===== src/rtl/sift_pkg.sv =====
// Shared definitions for the SIFT scale-space pipeline: pixel widths, default
// frame geometry and the 9-to-8 bit saturating clamp used by the DoG stages.
package sift_pkg;

  localparam int PIX_W     = 8;
  localparam int DIFF_W    = 9;
  localparam int IMG_W_DEF = 640;
  localparam int IMG_H_DEF = 480;

  localparam logic signed [DIFF_W-1:0] DIFF_MAX = 9'sd127;
  localparam logic signed [DIFF_W-1:0] DIFF_MIN = -9'sd128;

  function automatic logic [PIX_W-1:0] clamp9to8(input logic signed [DIFF_W-1:0] d);
    logic [PIX_W-1:0] r;
    if (d > DIFF_MAX) begin
      r = 8'h7F;
    end else if (d < DIFF_MIN) begin
      r = 8'h80;
    end else begin
      r = d[PIX_W-1:0];
    end
    return r;
  endfunction

endpackage


===== src/rtl/pix_delay.sv =====
// Enabled shift register for aligning pixel streams between scales.
// DEPTH=0 is a combinational passthrough.
module pix_delay
  import sift_pkg::*;
#(
  parameter int DEPTH = 0,
  parameter int W     = PIX_W
) (
  input  logic         clk,
  input  logic         rst,
  input  logic         clk_en,
  input  logic [W-1:0] i_pix,
  output logic [W-1:0] o_pix
);

  generate
    if (DEPTH == 0) begin : g_pass
      logic w_unused;
      assign w_unused = &{1'b0, clk, rst, clk_en};
      assign o_pix = i_pix;
    end else begin : g_sr
      logic [W-1:0] r_sr [DEPTH];

      always_ff @(posedge clk) begin
        if (rst) begin
          for (int i = 0; i < DEPTH; i++) r_sr[i] <= '0;
        end else if (clk_en) begin
          r_sr[0] <= i_pix;
          for (int i = 1; i < DEPTH; i++) r_sr[i] <= r_sr[i-1];
        end
      end

      assign o_pix = r_sr[DEPTH-1];
    end
  endgenerate

endmodule


===== src/rtl/dog_subtract.sv =====
// Difference-of-Gaussians: aligns two Gaussian streams, subtracts with
// saturation, flags strong responses and tags each pixel with raster position.
module dog_subtract
  import sift_pkg::*;
#(
  parameter int IMG_W   = IMG_W_DEF,
  parameter int IMG_H   = IMG_H_DEF,
  parameter int UP_LAT  = 17,
  parameter int A_DELAY = 0,
  parameter int THRESH  = 8,
  parameter int XW      = 10,
  parameter int YW      = 9
) (
  input  logic             clk,
  input  logic             rst,
  input  logic             clk_en,
  input  logic [PIX_W-1:0] din_a,
  input  logic [PIX_W-1:0] din_b,
  output logic [PIX_W-1:0] dout,
  output logic             dout_valid,
  output logic             above_thresh,
  output logic [XW-1:0]    x_out,
  output logic [YW-1:0]    y_out,
  output logic             frame_start,
  output logic             line_end
);

  localparam int PW = $clog2(UP_LAT + 3);
  localparam logic [PW-1:0] PRIME_LAST = PW'(UP_LAT + 1);
  localparam logic [PW-1:0] PRIME_MAX  = PW'(UP_LAT + 2);
  localparam logic [XW-1:0] X_LAST     = XW'(IMG_W - 1);
  localparam logic [YW-1:0] Y_LAST     = YW'(IMG_H - 1);
  localparam logic [DIFF_W-1:0] THR    = DIFF_W'(THRESH);

  logic [PIX_W-1:0]         w_a_dly;
  logic [PIX_W-1:0]         w_clamped;
  logic [DIFF_W-1:0]        w_cl9;
  logic [DIFF_W-1:0]        w_mag;
  logic                     w_above;
  logic                     w_out_en;

  logic signed [DIFF_W-1:0] r_diff;
  logic [PIX_W-1:0]         r_dout;
  logic                     r_above;
  logic                     r_valid;
  logic [PW-1:0]            r_prime;
  logic [XW-1:0]            r_x;
  logic [YW-1:0]            r_y;
  logic [XW-1:0]            r_x_out;
  logic [YW-1:0]            r_y_out;
  logic                     r_fs;
  logic                     r_le;

  pix_delay #(.DEPTH(A_DELAY), .W(PIX_W)) u_a_delay (
    .clk    (clk),
    .rst    (rst),
    .clk_en (clk_en),
    .i_pix  (din_a),
    .o_pix  (w_a_dly)
  );

  // Magnitude taken in 9 bits so that -128 maps to +128 without wrapping.
  always_comb begin
    w_clamped = clamp9to8(r_diff);
    w_cl9     = {w_clamped[PIX_W-1], w_clamped};
    w_mag     = w_cl9[DIFF_W-1] ? (~w_cl9 + 9'd1) : w_cl9;
    w_above   = (w_mag >= THR);
    w_out_en  = (r_prime >= PRIME_LAST);
  end

  always_ff @(posedge clk) begin
    if (rst) begin
      r_diff  <= '0;
      r_dout  <= '0;
      r_above <= 1'b0;
      r_valid <= 1'b0;
      r_prime <= '0;
      r_x     <= '0;
      r_y     <= '0;
      r_x_out <= '0;
      r_y_out <= '0;
      r_fs    <= 1'b0;
      r_le    <= 1'b0;
    end else if (clk_en) begin
      r_diff  <= $signed({w_a_dly[PIX_W-1], w_a_dly}) - $signed({din_b[PIX_W-1], din_b});
      r_dout  <= w_clamped;
      r_above <= w_above;
      if (r_prime != PRIME_MAX) r_prime <= r_prime + 1'b1;
      // Coordinates are registered alongside dout so every output is coherent.
      if (w_out_en) begin
        r_valid <= 1'b1;
        r_x_out <= r_x;
        r_y_out <= r_y;
        r_fs    <= (r_x == '0) && (r_y == '0);
        r_le    <= (r_x == X_LAST);
        if (r_x == X_LAST) begin
          r_x <= '0;
          r_y <= (r_y == Y_LAST) ? '0 : r_y + 1'b1;
        end else begin
          r_x <= r_x + 1'b1;
        end
      end
    end
  end

  assign dout         = r_dout;
  assign dout_valid   = r_valid;
  assign above_thresh = r_above;
  assign x_out        = r_x_out;
  assign y_out        = r_y_out;
  assign frame_start  = r_fs;
  assign line_end     = r_le;

endmodule


===== config.mk =====
export PLATFORM = sky130hd
export DESIGN_NAME = dog_subtract
export DESIGN_NICKNAME = d
export VERILOG_FILES = /design/src/rtl/sift_pkg.sv /design/src/rtl/pix_delay.sv /design/src/rtl/dog_subtract.sv
export SDC_FILE = /design/constraint.sdc
export NUM_CORES = 1
export LEC_CHECK = 0
export ABC_AREA = 1
export ABC_CLOCK_PERIOD_IN_PS = 1500
export BUFFER_PORTS_ARGS = -buffer_cell sky130_fd_sc_hd__buf_2
export CORE_ASPECT_RATIO = 0.9
export CORE_MARGIN = 2
export CORE_UTILIZATION = 41
export CTS_CLUSTER_DIAMETER = 80
export DETAILED_ROUTE_END_ITERATION = 10
export PLACE_DENSITY = 0.7
export SETUP_SLACK_MARGIN = 0.3
export SYNTH_ARGS = -nofsm -noshare
export SYNTH_HDL_FRONTEND = slang
export SYNTH_SLANG_ARGS = --single-unit

===== constraint.sdc =====
create_clock -name clk -period 1.5 [get_ports clk]
set_clock_uncertainty 0.1 [all_clocks]
set_input_delay 0.225 -clock clk [delete_from_list [all_inputs] [get_ports clk]]
set_output_delay 0.225 -clock clk [all_outputs]
set_load 0.005 [all_outputs]

# ---- Word level (Yosys, flattened, before mapping)
# Cells that the tools add are included.
dict set report classes {
  add_sub_neg 5
  order_cmp 4
  n_eq_ne 3
  muxes 5
  bitwise_logic 1
  reduce_logical 6
}
# cell count
set ops {}
lappend ops {{adder 9 x 1 -> 9 bit, second input constant} 2}
lappend ops {{2-to-1 mux 9 bit} 2}
lappend ops {{2-to-1 mux 8 bit} 2}
lappend ops {{adder 10 x 1 -> 10 bit, second input constant} 1}
lappend ops {{equality test 10 bit, second input constant} 1}
lappend ops {{logical NOT 10 bit} 1}
lappend ops {{2-to-1 mux 10 bit} 1}
lappend ops {{equality test 9 bit, second input constant} 1}
lappend ops {{greater-or-equal comparator 9 x 4 -> 1 bit, second input constant} 1}
lappend ops {{> comparator 9 x 8 -> 1 bit, second input constant} 1}
lappend ops {{logical NOT 9 bit} 1}
lappend ops {{less-than comparator 9 x 8 -> 1 bit, second input constant} 1}
lappend ops {{NOT 9 bit} 1}
lappend ops {{subtractor 8 x 8 -> 9 bit} 1}
lappend ops {{adder 5 x 1 -> 5 bit, second input constant} 1}
lappend ops {{greater-or-equal comparator 5 bit, second input constant} 1}
lappend ops {{inequality test 5 bit, second input constant} 1}
lappend ops {{AND reduction 2 bit} 2}
lappend ops {{AND reduction 3 bit} 1}
lappend ops {{logical AND 1 bit} 1}
dict set report word_totals {
  reg_bits 64
  output_inout_bits 31
  word_cells 35
}

# ---- Longest topological paths before layout
dict set report logic_depth {
  word_depth 7
  ltp_mapped 12
  mapped_depth_nobuf 12
}

# ---- Modules after synthesis
# A second synthesis with hierarchy kept.
dict set report hier_totals {
  cells_unflattened 480
  hier_area_um2 3454.6
}
# mod n_inst cells_each area_each_um2 seq_area_each_um2
set by_module_without_submodules {}
lappend by_module_without_submodules {dog_subtract 1 472 3394.5 1281.2}
lappend by_module_without_submodules {pix_delay 1 8 60.1 0.0}

# ---- Worst setup path before layout
# No wires, ideal clock.
dict set report synth_path {
  path_type {input to register}
  from {input din_a[0]}
  to {register r_diff[8]}
  arrival_ps 1408
  required_time_ps 1329
  slack_ps -79
  stages 12
  n_path_buf 0
  path_cell_list {inv_1 ha_1 fa_1 inv_1 nand3_1 nand2_1 nand2_1 nand2_1 nand2_1 nand2_1 nand2_1 a21oi_1}
}
dict set report synth_via {
  elab_chain_cells 1
}
# element line
set synth_lines {}
lappend synth_lines {{start: declaration} dog_subtract.sv:17} ;# input logic [PIX_W-1:0] din_a,
lappend synth_lines {{subtractor 8 x 8 -> 9 bit} dog_subtract.sv:85} ;# r_diff <= $signed({w_a_dly[PIX_W-1], w_a_dly}) - $signed({din_b[PIX_W-1], din_b});
lappend synth_lines {{end signal: assignment} dog_subtract.sv:85}
lappend synth_lines {{end: declaration} dog_subtract.sv:42} ;# logic signed [DIFF_W-1:0] r_diff;
# Every way passes these cells.
# A chain may end at the register's enable or synchronous reset.

# ---- Worst setup path after layout
dict set report layout_path {
  from {register r_prime[0]}
  to {register r_y[3]}
}
dict set report layout_via {
  elab_chain_cells 2
}
# element line
set layout_lines {}
lappend layout_lines {{start: declaration} dog_subtract.sv:46} ;# logic [PW-1:0] r_prime;
lappend layout_lines {{start signal: assignment} dog_subtract.sv:88} ;# if (r_prime != PRIME_MAX) r_prime <= r_prime + 1'b1;
lappend layout_lines {{greater-or-equal comparator 5 bit} dog_subtract.sv:68} ;# w_out_en = (r_prime >= PRIME_LAST);
lappend layout_lines {{AND reduction 3 bit (no source line)} -}
lappend layout_lines {{end signal: assignment} dog_subtract.sv:98} ;# r_y <= (r_y == Y_LAST) ? '0 : r_y + 1'b1;
lappend layout_lines {{end: declaration} dog_subtract.sv:48} ;# logic [YW-1:0] r_y;
# Every way passes these cells.

==> summary.md <==
| Metric | Value |
|---|---|
| Top cell type by total area after synthesis | dfxtp_1 |
| Cell count after placement | 630 |
| Critical path class | register to register |
| DRC | 0 |
| Routed Antenna Nets | 0 |
| Hold Path Class | input port to register |
| Grt total ovfl | 0 |
| Post-detailed-routing wire length | 8.446 mm |
| Overall Global Routing Usage | 19.26% |
| Clock-pin transition on the worst setup and hold timing paths | 0.07 ns |
| H-tree depth reported by CTS | 3 |
| Critical path capture point type | register |
| Endpoints failing setup | 0 |
| Final setup TNS | 0 ns |
| Crit path cell chain | inv_2 -> ha_4 -> inv_2 -> nand3_4 -> nand2_8 -> nor2_8 -> inv_4 -> nand2_1 -> a21oi_1 |
| Via count | 3,335 |
| Static Leak | 2.123 nW |
| Netlist Area Pre-Place | 3395 um2 |
| Worst slew margin | 77.71% |
| Starting Density | 42.28% |
| FMAX | 0.6859 GHz |
| Area contributors post-synth | dfxtp_1, nand2_1, inv_1 |
| IO Count | 50 |
| Proportion of layout cells with a drive suffix above 1 | 35.70% |
| Total CTS buffers | 9 |
| Die area | 9024 um2 |
| Non-filler cells, final | 662 |
| Vias in the first global route | 3,083 |
| Post-synthesis sequential area ratio | 37.74% |
| Initial antenna violation count | 0 |
| # fillers | 722 |
| Post-DP Area | 4070 um2 |
| Syn_nets | 506 |
| Max rail drop VDD | 0.0003971 V |
| Power Total | 3.780 mW |
| Average wire per standard cell | 12.76 um |
| Worst setup margin | 0.04204 ns |
| Die width | 99.91 um |
| Slew Limit Fails | 0 |
| Gpl congestion | 0.8862 |
| CP required | 1.67 ns |
| Cell row count | 31 |
| Crit path DAT | 1.63 ns |
| CTS sink cnt | 64 |
| Worst Path Max Fanout | 7 |
| Post-layout nets | 592 |
| Area share of the largest cell type after synthesis | 37.74% |
| RSZ-0062 raised after global routing | true |
| Area of the core | 8029 um2 |
| Commonest non-fill, non-tap cell in the layout | nand2_1 |
| Cell mode on critical path | inv_2 |
| Number of max-cap violations | 0 |
| Cts hold-fix bufs | 0 |
| Commonest cells after routing, fill and taps aside | nand2_1, inv_1, dfxtp_1 |
| CP peak stage delay | 0.35 ns |
| Post-Layout Inst Area | 4601 um2 |
| Cells after Synth | 472 |
| Post-synth cell types | 36 |
| Setup crit start | r_prime[0] |
| Hold path start | din_b[0] |
| First-pass GRT wire length | 14.11 mm |
| Syn. warnings | 0 |
| Slowest cell on crit path | dfxtp_4 |
| Longest Clk Path Bufs | 2 |
| Status | complete, no violations |
| Place WS | -0.1632 ns |
| Hpwl dp | 5.797 mm |
| Largest net degree at the start of global routing | 41 |
| CTS root buf | clkbuf_8 |
| Initial DRC Count | 158 |
| Crit share post-route | 97.20% |
| Cell Pwr Density | 821.7 nW/um2 |
| Seq cells post-synth | 64 |
| Final min period | 1.458 ns |
| Slew @ Worst Pin | 0.3317 ns |
| Synthesis-to-finish area growth | 35.53% |
| CP Launch Type | register |
| Skew-Pair Late Insertion Delay | 0.35 ns |
| Mapped Avg Cell Area | 7.192 um2 |
| Die Ht | 90.32 um |
| FF-to-FF Start | r_prime[0] |
| Router iterations before antenna repair | 4 |
| CTS tree | built |
| Drt via density | 5.038 |
| # diodes | 0 |
| Final hold vios | 0 |
| IO buf count | 49 |
==> final timing paths <==
path / end / slack, ns / cells after the start
worst min register to register: dout_valid / 0.37 / 2
worst max-delay path: r_y[3] / 0.04 / 9
worst max register to register: r_y[3] / 0.04 / 9
worst min-delay path: r_diff[0] / 0.06 / 3
==> where the power goes <==
part | total [mW] | switching [mW] | internal (mW) | leakage [nW]
sequential | 1.78 | 0.0356 | 1.74 | 0.527
combinational | 0.532 | 0.285 | 0.248 | 1.49
clock | 1.47 | 0.683 | 0.785 | 0.104
total | 3.78 | 1.00 | 2.78 | 2.12
==> layer usage <==
| metal | track usage [%] | wire length [um] |
|---|---|---|
| met1 | 27.20 | 4126 |
| met2 | 28.27 | 3782 |
| met3 | 4.334 | 378 |
| met4 | 7.991 | 158 |
| met5 | 0 | 0 |
==> final cells by class <==
cell class	count	area [um2]	share of cell area, %
inverters	79	331.6	7.207
multi-input cells	317	2058	44.74
repair buffers	87	578.1	12.56
flip-flops and latches	64	1309	28.45
well taps	99	123.9	2.692
clock buffers	12	176.4	3.835
clock inverters	4	23.77	0.5167
==> flip-flops by register name, summed over array words and instances (netlist names) <==
name and flops:
r_prime 5, dout_valid 1, y_out 9, dout 8, line_end 1, frame_start 1, above_thresh 1, x_out 10
r_x 10, r_diff 9, r_y 9
==> repair_timing <==
| item | 4_1_cts | 5_1_grt |
|---|---|---|
| resized for setup | 23 | 39 |
| buffers inserted | 10 | 4 |
| setup endpoints to repair | 55 | 54 |
| pin swaps | 17 | 13 |
| cloned | 2 | 0 |
==> stage by stage <==
| stage | util, % | hold WS [ns] |
|---|---|---|
| after floorplan | - | 0.3238 |
| after global placement | 50.69 | 0.3548 |
| after detailed placement | 50.69 | 0.3570 |
| after CTS | 55.29 | 0.04827 |
| after global routing | 57.30 | 0.05757 |
| final | 57.30 | 0.06129 |
==> logic make-up after synthesis <==
logic type / count (synthesis) / share of synthesized area (%)
xor gates and xnor gates: 5 / 1.290
DFF: 64 / 37.74
adders and majority gates: 15 / 5.750
AOI/OAI and AO/OA: 96 / 15.59
buffers and inverters: 93 / 11.50
and+or+nand+nor: 199 / 28.12
==> critical path, delay by kind of cell (launching register included) <==
family | cells | cell delay (ns)
AO/OA/AOI/OAI | 1 | 0.18
flip-flops | 1 | 0.35
buffers and inverters | 3 | 0.18
adder cells (fa/ha/maj) | 1 | 0.14
AND/OR/NAND/NOR | 4 | 0.41
==> synthesized netlist by cell type <==
cell and number:
a31oi_4 1, nand3b_1 1, nand3_1 25, nand2_2 2
buf_2 1, nand2_1 89, fa_1 1, clkbuf_1 7
nor2_2 2, nor3_1 6, o21a_1 1, xor2_1 4
nor3_2 2, inv_1 74, or2_2 3, inv_2 4
nand3_4 1, o21ai_0 30, dfxtp_1 64, nand4_1 19
inv_4 1, nand3b_4 1, ha_1 14, nand2_8 1
xnor2_1 1, a21oi_2 1, o21ai_1 5, buf_6 4
o32ai_1 3, nor2_1 42, and3_1 1, a211oi_2 2
nor2_8 1, nor2_4 3, buf_4 2, a21oi_1 53
Note: power is estimated with default switching activity, not from simulation.
